**src/rtl/g_logic_sliced.sv**
```systemverilog
// rtl/g_logic_sliced.sv - sliced multi-op bitwise logic unit with valid/ready handshake
// Optional back-to-back accept in DONE: define G_LOGIC_SLICED_B2B_EN.
module g_logic_sliced #(
  parameter int WIDTH = 32,
  parameter int SLICE = 8
) (
  input  logic             Clk,
  input  logic             Reset,
  input  logic [WIDTH-1:0] InA,
  input  logic [WIDTH-1:0] InB,
  input  logic [2:0]       Op,
  input  logic             InValid,
  output logic             InReady,
  output logic [WIDTH-1:0] Out,
  output logic             OutValid,
  input  logic             OutReady,
  output logic             Busy
);

  localparam int NSLICE = WIDTH / SLICE;
  localparam int IDX_W  = (NSLICE > 1) ? $clog2(NSLICE) : 1;
  localparam logic [IDX_W-1:0] LAST_IDX = IDX_W'(NSLICE - 1);

  typedef enum logic [1:0] {IDLE, CALC, DONE} state_t;

  state_t           state, next_state;
  logic [WIDTH-1:0] a_q, b_q, res_q, res_next, full_res;
  logic [2:0]       op_q;
  logic [IDX_W-1:0] idx;
  logic             accept;

  assign accept = InValid && InReady;

  always_ff @(posedge Clk) begin
    if (Reset) state <= IDLE;
    else       state <= next_state;
  end

  always_comb begin
    next_state = state;
    case (state)
      IDLE: if (accept) next_state = CALC;
      CALC: if (idx == LAST_IDX) next_state = DONE;
      DONE: begin
        if (OutReady) begin
`ifdef G_LOGIC_SLICED_B2B_EN
          next_state = InValid ? CALC : IDLE;
`else
          next_state = IDLE;
`endif
        end
      end
      default: next_state = IDLE;
    endcase
  end

  always_comb begin
    InReady  = (state == IDLE);
    OutValid = (state == DONE);
    Busy     = (state != IDLE);
`ifdef G_LOGIC_SLICED_B2B_EN
    if (state == DONE) InReady = OutReady;
`endif
  end

  // Bitwise ops are per-bit, so the full-width result is computed once and
  // only the slice selected by idx is committed each CALC cycle.
  always_comb begin
    full_res = '0;
    case (op_q)
      3'b000: full_res = ~a_q;
      3'b001: full_res = a_q & b_q;
      3'b010: full_res = a_q | b_q;
      3'b011: full_res = a_q ^ b_q;
      3'b100: full_res = ~(a_q & b_q);
      3'b101: full_res = ~(a_q | b_q);
      3'b110: full_res = ~(a_q ^ b_q);
      default: full_res = a_q;
    endcase
  end

  always_comb begin
    res_next = res_q;
    for (int s = 0; s < NSLICE; s++) begin
      if (idx == IDX_W'(s)) res_next[s*SLICE +: SLICE] = full_res[s*SLICE +: SLICE];
    end
  end

  always_ff @(posedge Clk) begin
    if (Reset) begin
      a_q   <= '0;
      b_q   <= '0;
      op_q  <= '0;
      res_q <= '0;
      idx   <= '0;
    end else if (accept) begin
      a_q   <= InA;
      b_q   <= InB;
      op_q  <= Op;
      res_q <= '0;
      idx   <= '0;
    end else if (state == CALC) begin
      res_q <= res_next;
      idx   <= idx + IDX_W'(1);
    end
  end

  assign Out = res_q & {WIDTH{OutValid}};

endmodule

```
**config.mk**
```make
export PLATFORM = sky130hd
export DESIGN_NAME = g_logic_sliced
export DESIGN_NICKNAME = d
export VERILOG_FILES = /design/src/rtl/g_logic_sliced.sv
export SDC_FILE = /design/constraint.sdc
export NUM_CORES = 1
export LEC_CHECK = 0
export ABC_CLOCK_PERIOD_IN_PS = 2700
export CAP_MARGIN = 20
export CORE_ASPECT_RATIO = 0.8
export CORE_MARGIN = 4
export CORE_UTILIZATION = 52
export DETAILED_ROUTE_END_ITERATION = 8
export DONT_BUFFER_PORTS = 1
export PLACE_DENSITY = 0.67
export SYNTH_ARGS = -nofsm -noshare
export SYNTH_HDL_FRONTEND = slang
export SYNTH_SLANG_ARGS = --single-unit
```
**constraint.sdc**
```tcl
create_clock -name Clk -period 2.7 [get_ports Clk]
set_input_delay 0 -clock Clk [delete_from_list [all_inputs] [get_ports Clk]]
set_output_delay 0 -clock Clk [all_outputs]
set_load 0.05 [all_outputs]
```
==> results.json <==
{
  "post_cts_resized": 0,
  "cts_tree": "done",
  "cts_buffer_depth": 2,
  "die_h_um": 111,
  "grt_pass1_vias": 6482,
  "syn-cell-area_sq_um": 6900,
  "core_area_sq_um": 12900,
  "cts-buffers-inserted": 9,
  "nets": 1070,
  "start_util_pct": 53.4,
  "ys_seq_area_share_pct": 29.9,
  "required_ns": 2.70,
  "r2r_setup_slack_ns": 0.48,
  "cts.clk_slew.worst_paths_ns": 0.07,
  "synthesis.nets": 1047,
  "synth_top_area_share_pct": 29.9,
  "synth.area.top_cells": "dfxtp_1, ha_1, nand2_1",
  "place.gp.congestion": 0.835,
  "drv_cap": 0,
  "tns_ns": 0,
  "clock_latency_ns": 0.34,
  "setup_viol": 0,
  "syn_area_per_cell_sq_um": 7.59,
  "ys.flop_type": "dfxtp_1",
  "via_count": 6564,
  "rsz0062_at_grt": "false",
  "h-tree-depth": 3,
  "p_per_area_nw_per_um2": 462,
  "cp_max_fo": 22,
  "io_pins": 106,
  "arrival_ns": 2.28,
  "grt_max_degree": 75,
  "io_buffers": 0,
  "cp-start-kind": "flip-flop",
  "finalCriticalPeriod_ns": 2.28,
  "die_w_um": 137,
  "drt_iter0_markers": 457,
  "yosysTopAreaCell": "dfxtp_1",
  "antenna_found_initial": 0,
  "synth_seq_cells": 103,
  "n_fill_cell": 1153,
  "ant_nets": 0,
  "hpwl_mm": 12.8,
  "wl_per_cell_um": 18.0,
  "p_leak_nw": 3.08,
  "grt_overflow_total": 0,
  "p_total_mw": 3.64,
  "drc": 0,
  "via_per_inst": 5.91,
  "end_kind": "output pin",
  "die_area_sq_um": 15200,
  "ir_drop_mv": 0.373,
  "hold_class": "primary input to flip-flop",
  "synth_common_cells": "nand2_1, dfxtp_1, a21oi_1",
  "row_count": 37,
  "antenna_cells": 0,
  "grt_pass1_wl_mm": 32.1,
  "syn2layout_area_growth_pct": 14.4,
  "fin_skew_ns": 0.00848,
  "tightest_slew_ns": 0.760,
  "synthCells": 908,
  "cts_setup_buffers": 0,
  "fin_util_pct": 61.1,
  "synth-edff-count": 0,
  "synth.most_common_cell": "nand2_1",
  "layout-drive-gt1-share_pct": 5.77,
  "synthDistinctLibCells": 36,
  "min_period_over_period_pct": 84.4,
  "clkSinkCount": 103,
  "multi_input_area_sq_um": 4100,
  "outcome": "finished clean",
  "slew_violations": 0,
  "async_reset_ff_share_pct": 0,
  "cts_root_buf": "clkbuf_16",
  "max_freq_ghz": 0.439,
  "holdWs_ns": 0.00997,
  "hold_viol": 0,
  "wirelength_mm": 20.0,
  "grtUsageTotal_pct": 26.0,
  "worstSetupPathType": "flip-flop to output pin",
  "max-slew-margin-rel_pct": 49.2,
  "ys_warn_count": 0,
  "ff_latch_area_sq_um": 2070,
  "cts_hold_buf": 70,
  "first_pass_iters": 5
}
## logic make-up after synthesis
group                    Yosys count  share of synthesized area (%)
buffers and inverters            170                           10.9
AO/OA/AOI/OAI                    285                           28.3
AND/OR/NAND/NOR                  273                           17.2
adder cells (fa/ha/maj)           68                           12.3
flip-flops                       103                           29.9
multiplexers                       9                           1.38
## layout by cell type, fill, tap and decap left out, types with 19 or more instances in the layout
cell type / n
nand2_1: 193
a21oi_1: 101
dfxtp_1: 100
inv_1: 93
dlygate4sd3_1: 69
ha_1: 68
and2_1: 37
o21ai_0: 33
o2bb2ai_1: 32
o211ai_1: 29
a211oi_1: 26
a32o_1: 24
o32ai_1: 24
nor2_1: 19
## worst paths after layout
kind / start / endpoint / cells after the start
max: state[1] / Out[27] / 4
min: Reset / res_q[20] / 2
max reg2reg: state[0] / op_q[0] / 5
min reg2reg: res_q[27] / res_q[27] / 1
## flip-flops by register name, summed over array words and instances (netlist names)
signal,cells
res_q,32
b_q,32
state,2
a_q,32
idx,2
op_q,3
## power breakdown
group          switching (mW)  total (mW)  leakage [nW]  internal [mW]
sequential             0.0925        1.69         0.843           1.59
combinational           0.406       0.726          2.10          0.320
clock                   0.604        1.23         0.136          0.628
## per-layer routing
metal,vias to the layer above,global-route usage (%),part of all wire [%]
met3,34,5.17,6.9
li1,3175,-,-
met2,258,40.9,46
met4,0,8.06,1.8
met5,-,0,0
met1,3097,35.8,45
## critical path: stages, from the launching register on
cell and delay, ns:
dfxtp_1 0.51, inv_1 0.17, nor2_4 0.49, buf_4 0.29, and2_1 0.47
## area by class of cell
type / instances / share of cell area [%]
multi-input cells: 635 / 51.9
clock buffers: 9 / 2.85
clock inverters: 7 / 0.618
flip-flops and latches: 103 / 26.2
repair buffers: 88 / 11.1
well taps: 175 / 2.78
inverters: 94 / 4.47
## per-stage QoR
stage,worst slack [ns],area [sq um],instances
after floorplan,1.10,6900,908
after global placement,0.802,6900,1025
after detailed placement,0.775,6900,1025
after CTS,0.449,7890,1111
after global routing,0.273,7890,1111
final,0.421,7890,1111
(Power assumes the default switching activity.)
